==> src/rtl/iddr_align_ctrl.sv <==
// Word-alignment controller for the 4-lane IDDR capture block.
// Optional error counter enabled by IDDR_ALIGN_ERRCNT_EN.
module iddr_align_ctrl #(
  parameter int                WORD_W    = 8,
  parameter logic [WORD_W-1:0] TRAIN_PAT = 'hB1,
  parameter int                MATCH_CNT = 4,
  parameter int                SETTLE    = 2
) (
  input  logic                          clk,
  input  logic                          rst,
  input  logic [7:0]                    q_in,
  input  logic                          align_start,
  output logic [4*WORD_W-1:0]           word_out,
  output logic                          word_vld,
  output logic                          busy,
  output logic                          locked,
  output logic                          fail,
  output logic [1:0]                    fail_lane,
`ifdef IDDR_ALIGN_ERRCNT_EN
  output logic [15:0]                   err_cnt,
`endif
  output logic [4*$clog2(WORD_W)-1:0]   slip
);

  localparam int SW = $clog2(WORD_W);
  localparam int HW = 2 * WORD_W;
  localparam int PW = $clog2(WORD_W / 2);
  localparam int MW = $clog2(MATCH_CNT + 1);
  localparam int TW = $clog2(SETTLE + 1);

  typedef enum logic [2:0] {
    S_IDLE,
    S_SEARCH,
    S_SETTLE,
    S_LOCKED,
    S_FAIL
  } state_t;

  state_t            state, state_nx;
  logic [HW-1:0]     hist [4];
  logic [PW-1:0]     phase;
  logic              strobe;
  logic [WORD_W-1:0] lane_word [4];
  logic [WORD_W-1:0] cur_word;
  logic [SW-1:0]     cur_slip;
  logic [1:0]        lane_idx, lane_nx;
  logic [MW-1:0]     match_cnt, match_nx;
  logic [TW-1:0]     settle_cnt, settle_nx;
  logic [4*SW-1:0]   slip_nx;
  logic [1:0]        fail_lane_nx;

  assign strobe = (phase == PW'(WORD_W / 2 - 1));

  // Select each lane's word window and the word of the lane under search
  always_comb begin
    cur_word = '0;
    cur_slip = '0;
    for (int i = 0; i < 4; i++) begin
      lane_word[i] = WORD_W'(hist[i] >> slip[i*SW +: SW]);
      if (lane_idx == 2'(i)) begin
        cur_word = lane_word[i];
        cur_slip = slip[i*SW +: SW];
      end
    end
  end

  // Free-running deserializer: history shift, phase count, word register
  always_ff @(posedge clk) begin
    if (rst) begin
      phase    <= '0;
      word_out <= '0;
      word_vld <= 1'b0;
      for (int i = 0; i < 4; i++) hist[i] <= '0;
    end else begin
      phase    <= strobe ? '0 : phase + 1'b1;
      word_vld <= strobe;
      for (int i = 0; i < 4; i++) begin
        hist[i] <= {hist[i][HW-3:0], q_in[i], q_in[i+4]};
        if (strobe) word_out[i*WORD_W +: WORD_W] <= lane_word[i];
      end
    end
  end

  // Alignment FSM state and search bookkeeping registers
  always_ff @(posedge clk) begin
    if (rst) begin
      state      <= S_IDLE;
      lane_idx   <= '0;
      match_cnt  <= '0;
      settle_cnt <= '0;
      slip       <= '0;
      fail_lane  <= '0;
    end else begin
      state      <= state_nx;
      lane_idx   <= lane_nx;
      match_cnt  <= match_nx;
      settle_cnt <= settle_nx;
      slip       <= slip_nx;
      fail_lane  <= fail_lane_nx;
    end
  end

  // Next-state logic; a start pulse overrides any strobe decision
  always_comb begin
    state_nx     = state;
    lane_nx      = lane_idx;
    match_nx     = match_cnt;
    settle_nx    = settle_cnt;
    slip_nx      = slip;
    fail_lane_nx = fail_lane;
    if (align_start) begin
      state_nx     = S_SEARCH;
      lane_nx      = '0;
      match_nx     = '0;
      settle_nx    = '0;
      slip_nx      = '0;
      fail_lane_nx = '0;
    end else begin
      unique case (state)
        S_SEARCH: begin
          if (strobe) begin
            if (cur_word == TRAIN_PAT) begin
              if (match_cnt == MW'(MATCH_CNT - 1)) begin
                match_nx = '0;
                if (lane_idx == 2'd3) state_nx = S_LOCKED;
                else lane_nx = lane_idx + 2'd1;
              end else begin
                match_nx = match_cnt + 1'b1;
              end
            end else if (cur_slip != SW'(WORD_W - 1)) begin
              for (int i = 0; i < 4; i++)
                if (lane_idx == 2'(i))
                  slip_nx[i*SW +: SW] = cur_slip + 1'b1;
              match_nx  = '0;
              settle_nx = '0;
              state_nx  = S_SETTLE;
            end else begin
              fail_lane_nx = lane_idx;
              state_nx     = S_FAIL;
            end
          end
        end
        S_SETTLE: begin
          if (strobe) begin
            if (settle_cnt == TW'(SETTLE - 1)) begin
              settle_nx = '0;
              state_nx  = S_SEARCH;
            end else begin
              settle_nx = settle_cnt + 1'b1;
            end
          end
        end
        S_IDLE, S_LOCKED, S_FAIL: ;
        default: state_nx = S_IDLE;
      endcase
    end
  end

  assign busy   = (state == S_SEARCH) || (state == S_SETTLE);
  assign locked = (state == S_LOCKED);
  assign fail   = (state == S_FAIL);

`ifdef IDDR_ALIGN_ERRCNT_EN
  logic any_err;

  always_comb begin
    any_err = 1'b0;
    for (int i = 0; i < 4; i++)
      if (lane_word[i] != TRAIN_PAT) any_err = 1'b1;
  end

  // Saturating count of corrupted words seen while locked
  always_ff @(posedge clk) begin
    if (rst || align_start) begin
      err_cnt <= '0;
    end else if (locked && strobe && any_err && err_cnt != 16'hFFFF) begin
      err_cnt <= err_cnt + 16'd1;
    end
  end
`else
  // Error monitoring is absent in this build.
`endif

endmodule

==> config.mk <==
export PLATFORM = sky130hd
export DESIGN_NAME = iddr_align_ctrl
export DESIGN_NICKNAME = d
export VERILOG_FILES = /design/src/rtl/iddr_align_ctrl.sv
export SDC_FILE = /design/constraint.sdc
export NUM_CORES = 1
export LEC_CHECK = 0
export ABC_AREA = 1
export BUFFER_PORTS_ARGS = -buffer_cell sky130_fd_sc_hd__buf_2
export CELL_PAD_IN_SITES_DETAIL_PLACEMENT = 0
export CELL_PAD_IN_SITES_GLOBAL_PLACEMENT = 1
export CORE_AREA = 2 2 123 137
export CTS_CLUSTER_DIAMETER = 150
export DETAILED_ROUTE_END_ITERATION = 16
export DIE_AREA = 0 0 125 139
export PLACE_DENSITY = 0.79
export SYNTH_ARGS = -nofsm -noshare
export SYNTH_HDL_FRONTEND = slang
export SYNTH_SLANG_ARGS = --single-unit
==> constraint.sdc <==
create_clock -name clk -period 2.3 [get_ports clk]
set_clock_uncertainty 0.1 [all_clocks]
set_input_delay 0.23 -clock clk [delete_from_list [all_inputs] [get_ports clk]]
set_output_delay 0.23 -clock clk [all_outputs]
set_load 0.005 [all_outputs]
==> results of run 1 <==
[cells in the mapped netlist (9+ instances only)]
| library cell | count | share of area, % |
|---|---|---|
| dfxtp_1 | 119 | 40 |
| clkbuf_1 | 13 | 0.82 |
| a21oi_1 | 21 | 1.8 |
| nand2_1 | 262 | 17 |
| o21ai_1 | 21 | 1.8 |
| o21ai_0 | 31 | 2.6 |
| inv_1 | 86 | 5.4 |
| buf_6 | 9 | 1.7 |
| nand3_1 | 122 | 10 |
| buf_2 | 12 | 1.0 |
| nor2_1 | 97 | 6.1 |
| nand2_2 | 13 | 1.4 |
[cell type report]
class / instances / share of cell area, %
sequential: 119 / 31.86
tap: 204 / 3.385
timing repair inverter: 1 / 0.09955
clock inverter: 3 / 0.8628
clock buffer: 26 / 6.753
timing repair buffer: 118 / 11.45
multi-input combinational: 619 / 40.37
inverter: 100 / 5.226
[path summary, 6_finish.rpt]
| check | startpoint | end | slack [ps] |
|---|---|---|---|
| setup / recovery | lane_idx[0] | slip[4] | 110 |
| hold / removal | phase[0] | phase[0] | 320 |
| setup reg to reg | lane_idx[0] | slip[4] | 110 |
| hold reg to reg | phase[0] | phase[0] | 320 |
[sequential cells by signal, indices dropped and copies added, names as in the netlist, 2 cells and up]
name and flops:
fail_lane 2, settle_cnt 2, hist 60, match_cnt 3, phase 2, slip 12, lane_idx 2, state 3
word_out 32
[repair_timing]
action / 4_1_cts / 5_1_grt
gates resized for setup: 3 / 59
gates cloned: 0 / 4
endpoints found under the setup margin: 15 / 24
endpoints found under the hold margin: 9 / 0
buffers inserted: 0 / 6
pin swaps: 1 / 19
hold buffers: 10 / 0
[metrics by stage]
step	instances	hold slack [ps]	power, mW	utilization, %
floorplan	881	237.0	2.353	-
global placement	1141	311.2	2.442	40.89
detailed placement	1141	310.5	2.442	40.89
CTS	1180	319.9	5.071	45.14
global route	1190	337.6	5.208	46.95
finish	1190	315.8	5.023	46.95
[report_power, final]
| part | switching (mW) | internal, mW | total [mW] |
|---|---|---|---|
| clock | 0.889 | 1.72 | 2.61 |
| combinational | 0.191 | 0.107 | 0.298 |
| sequential | 0.0217 | 2.10 | 2.12 |
[layer usage]
metal	vias to the layer above	global-route usage [%]
met3	24	3.627
met1	2554	23.86
met4	0	7.602
met2	114	27.55
li1	2981	-
met5	-	0
[worst max-delay path, delay by kind of cell (launching register included)]
kind                     cells  cell delay, ps
buffers and inverters        1              50
AND/OR/NAND/NOR              5             690
adder cells (fa/ha/maj)      3             560
AO/OA/AOI/OAI                3             280
flip-flops                   1             370
[kinds of logic (layout without fill, tap and decap cells)]
logic type	Yosys count	count (layout)
buf+inv	143	248
compound gates	88	88
fa+ha+maj	8	8
simple gates	523	523
flops	119	119
==> metrics, run 1 <==
status=finished clean; Critical Path Sink Type=flip-flop; Die W=125 um; met2 wire length=6.995 mm; top layer in use=met4; Synth Flop Type=dfxtp_1; Max Buffers Root-to-Sink=2; Yosys cell types=42; via count=5,673; maxcap violations=0; final slew viol count=0; detailed-route wire length=15.35 mm; share of cells above drive strength 1=22.31%; Final nets=995; Post-DP HPWL=10.75 mm; antenna cells=0; master of the slowest instance on the critical path=dfxtp_4; Setup WS post-layout=108.6 ps; worst-path maximum fanout=6; CP required=2480 ps; die area=17,380 um^2; first-pass GRT wire length=25.14 mm; Crit path largest cell delay=370 ps; Worst-Skew Late Latency=420 ps; r2r worst-path depth=12; Metal-1 WL=7.465 mm; post-synthesis xor/xnor area fraction=0%; area grow syn2layout=27.18%; syn avg cell area=6.730 um^2; CTS H-tree depth=4; GRT Resource Usage Total=17.72%; most frequent cells in the layout=251 x nand2_1, 122 x nand3_1, 113 x dfxtp_1, 92 x nor2_1, 82 x inv_1; clock-pin transition on the worst setup and hold timing paths=50 ps; Synth Net Count=900; Synth Area in Adders=1.688%; placed inst area=6568 um^2; final hold viol count=0; Critical Path Source Type=flip-flop; worst-path cell chain=inv_2 > ha_2 > nand2_2 > o22ai_1 > o21ai_1 > o21ai_1 > ha_2 > ha_4 > nor2_4 > nand4_2 > nor2_2 > nor3b_2; Leak=3.464 nW; Hold/Removal Path Class=reg -> reg; # IOs=61; Hold Path Depth=1; simple-gate portion of the synthesized area=39.21%; CTS Buf Count=17; cell count after synthesis=881; via/cell ratio=4.767; TritonRoute pass-1 iters=5; Slew @ Worst Pin=540.3 ps; initial antenna violation count=0; pre-CTS setup slack=-202.5 ps; Seq. cell area=2402 um^2; Synth async-reset ratio=0%; Die H=139 um; wire per inst=12.90 um; leading cell type in the layout, fill and taps excluded=nand2_1; pwr/cell area=666.0 nW/um^2; Post-synth EDFFs=0; CTS sink cnt=119; VDD IR-drop max=0.0004863 V; crit path kind=reg -> reg; fmax=0.4563 GHz; largest net degree at the start of global routing=31; Port Buffers=60; synth warn=0; #FFs+latches synth=119; met3 WL post-DR=561 um; vias in the first global route=5,234; period utilisation layout=95.28%; post-synthesis compound-gate area fraction=8.124%; clock period minus worst slack=2191 ps; cell area after layout=7541 um^2; TritonCTS clock tree=yes; GR Overflow Total=0; clock root cell=clkbuf_16; Initial Util=36.91%; final setup TNS=0 ps; core area=16,060 um^2; # rows=49; register area share after synthesis=40.18%; Post-DRT Antenna Nets=0; arrival time worst endpoint=2380 ps; largest family of logic cells by synthesized area=simple AND/OR/NAND/NOR gates; Iter 0 DRT Violations=423; fill count=1,694; footprint of the multi-input gates=3044 um^2; drt drc=0; # setup viols final=0; Rel. slew slack=63.94%; mux contribution to synthesized area=0%; RSZ-0062 raised after global routing=true; Mapped Area=5929 um^2; GPL Wtd Cong=0.8637
No activity file was read; power rests on OpenSTA's default activity.
==> run 2: changes to the inputs <==
--- a/config.mk
+++ b/config.mk
@@ -13,7 +13,7 @@
 export CTS_CLUSTER_DIAMETER = 150
 export DETAILED_ROUTE_END_ITERATION = 16
 export DIE_AREA = 0 0 125 139
-export PLACE_DENSITY = 0.79
+export PLACE_DENSITY_LB_ADDON = 0.15
 export SYNTH_ARGS = -nofsm -noshare
 export SYNTH_HDL_FRONTEND = slang
 export SYNTH_SLANG_ARGS = --single-unit
==> run 2 against run 1 <==
  * Worst hold slack worse by 180 ps
  * Critical path depth is 2 higher
  * Largest cell class unchanged
  * Highest routed layer unchanged
  * Register-to-register slack worse by 60 ps
  * Non-clock buffer count decreased by 7
  * Clock power rose by 6%
  * Routed wire length up 0.84%
==> metrics, run 2 (same netlist as run 1, synthesis figures left out) <==
Max Buffers Root-to-Sink=2; VDD IR-drop max=0.0004992 V; Hold Startpoint=rst; Critical Path Source Type=flip-flop; Finished Core Util=47.15%; clock-pin transition on the worst setup and hold timing paths=50 ps; GR Overflow Total=0; crit path kind=reg -> reg; first-pass GRT wire length=25.88 mm; Largest register FFs=60; master of the slowest instance on the critical path=dfxtp_2; via count=5,751; r2r worst-path depth=14; pwr/cell area=685.2 nW/um^2; Post-DP HPWL=11.14 mm; Hold/Removal Path Class=in -> reg; non-filler cells, final=1,185; # setup viols final=0; RSZ-0062 raised after global routing=true; R2R Path Start=lane_idx[1]; drt drc=0; GRT Resource Usage Total=18.25%; die area=17,380 um^2; Die W=125 um; crit-path leading delay family=simple AND/OR/NAND/NOR gates; status=finished clean; total power=5.189 mW; CTS H-tree depth=4; CP Buf/Inv Count=3; detailed-route wire length=15.48 mm; antenna cells=0; reg2reg setup slack=50 ps; leading cell type in the layout, fill and taps excluded=nand2_1; worst-path cell chain=inv_4 > ha_4 > inv_2 > nand2_2 > o22ai_1 > o21ai_1 > o21ai_1 > ha_2 > ha_4 > nor2_4 > buf_6 > nand4_4 > nor2_2 > nor3b_2; TritonRoute pass-1 iters=8; register bank with the most flops=hist; vias in the first global route=5,435; CP required=2490 ps; Final nets=988; TritonCTS clock tree=yes; clock period minus worst slack=2252 ps; arrival time worst endpoint=2440 ps; period utilisation layout=97.92%; Hold Crit Endpoint=word_out[10]; Rel. slew slack=56.68%; Leak=3.441 nW; initial antenna violation count=0; CTS Buf Count=17; Die H=139 um; worst-path maximum fanout=6; Critical Path Sink Type=flip-flop; largest net degree at the start of global routing=62; clock root cell=clkbuf_16; # IOs=61; via/cell ratio=4.853; area grow syn2layout=27.73%; Hold Path Depth=4; CP Depth=14; maxcap violations=0; Port Buffers=60; biggest regs=hist x60, word_out x32, slip x12; Slew @ Worst Pin=649.2 ps; core area=16,060 um^2; Crit path largest cell delay=330 ps; fmax=0.4440 GHz; Worst R2R End=slip[4]; wire per inst=13.06 um; final slew viol count=0; most frequent cells in the layout=246 x nand2_1, 118 x nand3_1, 112 x dfxtp_1, 93 x nor2_1, 82 x inv_1; final hold viol count=0; GPL Wtd Cong=0.8193; CTS sink cnt=119; Post-DRT Antenna Nets=0; Iter 0 DRT Violations=285; Initial Util=36.91%; Worst-Skew Late Latency=420 ps; share of cells above drive strength 1=23.24%; # rows=49; placed insts=1,139
[run 2: changes by cell type in the layout (fill, tap and decap cells not counted), moves of 3 or more]
| cell | delta |
|---|---|
| nand3_1 | -4 |
| nand3_2 | +5 |
| clkinvlp_4 | +3 |
| nand2_2 | +6 |
| buf_6 | +6 |
| buf_4 | -10 |
| nand2_1 | -5 |
[run 2: final cells by class]
type / instances / area (um^2)
timing repair inverter: 1 / 7.507
timing repair buffer: 111 / 795.8
fill: 1657 / 8489
inverter: 100 / 405.4
clock inverter: 6 / 113.9
clock buffer: 25 / 505.5
tap: 204 / 255.2
multi-input combinational: 619 / 3089
sequential: 119 / 2401
[run 2: power by group]
| group | leakage (nW) | switching (mW) | internal [mW] | total, mW |
|---|---|---|---|---|
| Combinational | 2.18 | 0.192 | 0.109 | 0.301 |
| Sequential | 0.969 | 0.0228 | 2.10 | 2.12 |
| Clock | 0.296 | 0.926 | 1.84 | 2.77 |
[run 2: worst min-delay path, delay by kind of cell]
family | cells | cell delay [ps]
buffers and inverters | 2 | 260
AO/OA/AOI/OAI | 1 | 60
AND/OR/NAND/NOR | 1 | 70
[run 2: repair_timing]
action	4_1_cts	5_1_grt
setup buffers	0	4
setup endpoints to repair	23	24
gates cloned	0	2
hold endpoints to repair	9	0
hold buffers	9	0
pin swaps	3	15
resized for setup	12	69
[run 2: stage by stage]
step	cell area (um^2)	setup TNS, ps	hold slack, ps	setup slack [ps]
after floorplan	5937	0	237.0	10.49
after global placement	6565	-1003	306.6	-87.32
after detailed placement	6565	-2678	313.1	-258.2
after CTS	7305	0	128.7	4.790
after global routing	7574	-452.0	187.9	-68.81
final	7574	0	139.3	47.76
[run 2: how the worst max path moves through the flow]
stage	to	slack, ps	startpoint
after floorplan	settle_cnt[0]	10	lane_idx[1]
after global placement	slip[9]	-90	lane_idx[0]
after detailed placement	slip[9]	-260	lane_idx[0]
after CTS	settle_cnt[0]	5	lane_idx[1]
after global routing	match_cnt[0]	-70	slip[10]
final	slip[4]	50	lane_idx[1]
[run 2: routing by layer]
| metal | GRT usage, % | part of all wire [%] | vias to the layer above |
|---|---|---|---|
| met5 | 0 | 0 | - |
| met4 | 5.965 | 1.5 | 0 |
| met3 | 4.630 | 4.0 | 18 |
| met2 | 30.18 | 46 | 112 |
| met1 | 23.32 | 48 | 2657 |
| li1 | - | - | 2964 |
==> run 3: changes to the inputs <==
--- a/config.mk
+++ b/config.mk
@@ -14,6 +14,7 @@
 export DETAILED_ROUTE_END_ITERATION = 16
 export DIE_AREA = 0 0 125 139
 export PLACE_DENSITY_LB_ADDON = 0.15
+export REMOVE_ABC_BUFFERS = 1
 export SYNTH_ARGS = -nofsm -noshare
 export SYNTH_HDL_FRONTEND = slang
 export SYNTH_SLANG_ARGS = --single-unit
==> run 3 against run 2 <==
  * Sequential share of layout area decreased by 1.1 points
  * Count of clock-buffer cells in the layout decreased by 6
  * Design area increased by 3.5%
  * Highest routed layer unchanged
  * Critical path type unchanged
  * First-iteration DRC count decreased by 30%
  * Non-clock buffer count increased by 11
==> metrics, run 3 (same netlist as run 1, synthesis figures left out) <==
Worst-Skew Late Latency=420 ps; VDD IR-drop max=0.0004804 V; area grow syn2layout=32.16%; Leak=3.612 nW; # setup viols final=0; sequential fraction of design power=40.3%; fill count=1,648; pwr/cell area=671.4 nW/um^2; final slew viol count=0; biggest regs=hist x60, word_out x32, slip x12; Psw=1.188 mW; Post-DP HPWL=11.36 mm; Largest register FFs=60; total power=5.261 mW; crit path kind=reg -> reg; vias in the first global route=5,393; clock-pin transition on the worst setup and hold timing paths=60 ps; detailed-route wire length=16.40 mm; Rel. slew slack=61.98%; Comb pwr share=6.1%; largest net degree at the start of global routing=42; footprint of the multi-input gates=3206 um^2; RSZ-0062 raised after global routing=true; Die H=139 um; CTS sink cnt=119; drt drc=0; Critical Path Sink Type=flip-flop; Iter 0 DRT Violations=200; Initial Util=36.91%; status=finished clean; final setup TNS=0 ps; fmax=0.4435 GHz; arrival time worst endpoint=2440 ps; # rows=49; first-pass GRT wire length=25.90 mm; switching share of power=22.57%; share of cells above drive strength 1=25.91%; TritonCTS clock tree=yes; Pint=4.074 mW; Setup WS post-layout=45.12 ps; Max Buffers Root-to-Sink=2; clock root cell=clkbuf_16; maxcap violations=0; period utilisation layout=98.04%; wire per inst=13.71 um; # IOs=61; clock period minus worst slack=2255 ps; worst-path maximum fanout=4; pre-CTS setup slack=-184.2 ps; antenna cells=0; initial antenna violation count=0; Port Buffers=60; Die W=125 um; TritonRoute pass-1 iters=4; leading cell type in the layout, fill and taps excluded=nand2_1; Hold/Removal Path Class=in -> reg; Critical Path Source Type=flip-flop; via count=5,797; GPL Wtd Cong=0.8899; CTS H-tree depth=4; CTS Buf Count=17; register bank with the most flops=hist; final hold viol count=0; GR Overflow Total=0; core area=16,060 um^2; Seq. cell area=2400 um^2; CP required=2480 ps; Clk pwr share=53.7%; die area=17,380 um^2; Final nets=998; via/cell ratio=4.847; Post-DRT Antenna Nets=0; GRT Resource Usage Total=18.32%; Slew @ Worst Pin=569.7 ps; most frequent cells in the layout=240 x nand2_1, 113 x dfxtp_1, 110 x nand3_1, 93 x nor2_1, 83 x inv_1
-- run 3: worst paths after layout --
kind | slack (ps) | cells past startpoint | endpoint | startpoint
min | 80 | 2 | hist[3][12] | rst
min reg2reg | 320 | 1 | phase[0] | phase[0]
max | 50 | 15 | fail_lane[1] | lane_idx[1]
max reg2reg | 50 | 15 | fail_lane[1] | lane_idx[1]
-- run 3: final cells by class --
type | count | area share [%]
flip-flops and latches | 119 | 30.62
repair buffers | 122 | 11.93
clock inverters | 13 | 2.267
inverters | 100 | 5.237
well taps | 204 | 3.257
multi-input cells | 619 | 40.91
clock buffers | 19 | 5.780
-- run 3: worst max-delay path, stage by stage, from the launching register on --
cell and delay, ps:
dfxtp_2 350, inv_4 60, ha_4 160, inv_4 80
nand2_4 60, o22ai_2 130, nand2_1 90, a22oi_2 180
ha_2 240, ha_4 150, buf_6 90, nand2_2 50
nor2_2 170, nand2_2 90, nand2_1 70, a21oi_1 60
-- run 3: power by group through the flow --
stage	clock network, mW	logic, mW	registers, mW
floorplan	0	0.166	2.16
global placement	0	0.279	2.17
detailed placement	0	0.280	2.17
CTS	2.88	0.295	2.12
global route	2.99	0.355	2.12
finish	2.82	0.319	2.12
-- run 3: through the flow --
step                utilization (%)  cells  instance area, um^2  hold WS [ps]
CTS                           45.75   1185                 7348         81.22
global placement              41.06   1144                 6595         306.8
global route                  48.78   1196                 7836         77.92
detailed placement            41.06   1144                 6595         313.7
floorplan                         -    838                 5674         192.4
finish                        48.78   1196                 7836         79.82
-- run 3: what timing repair did --
item,CTS,global route
hold endpoints to repair,9,0
cloned,0,4
gates resized for setup,12,96
endpoints found under the setup margin,21,24
pin swaps,3,37
hold buffers,9,0
buffers inserted,0,7
-- run 3: per-layer routing --
| metal | up-vias | share of wire, % | GRT usage, % |
|---|---|---|---|
| li1 | 2987 | - | - |
| met1 | 2691 | 45 | 22.30 |
| met2 | 101 | 50 | 31.41 |
| met3 | 18 | 3.5 | 3.858 |
| met4 | 0 | 1.7 | 7.602 |
| met5 | - | 0 | 0 |
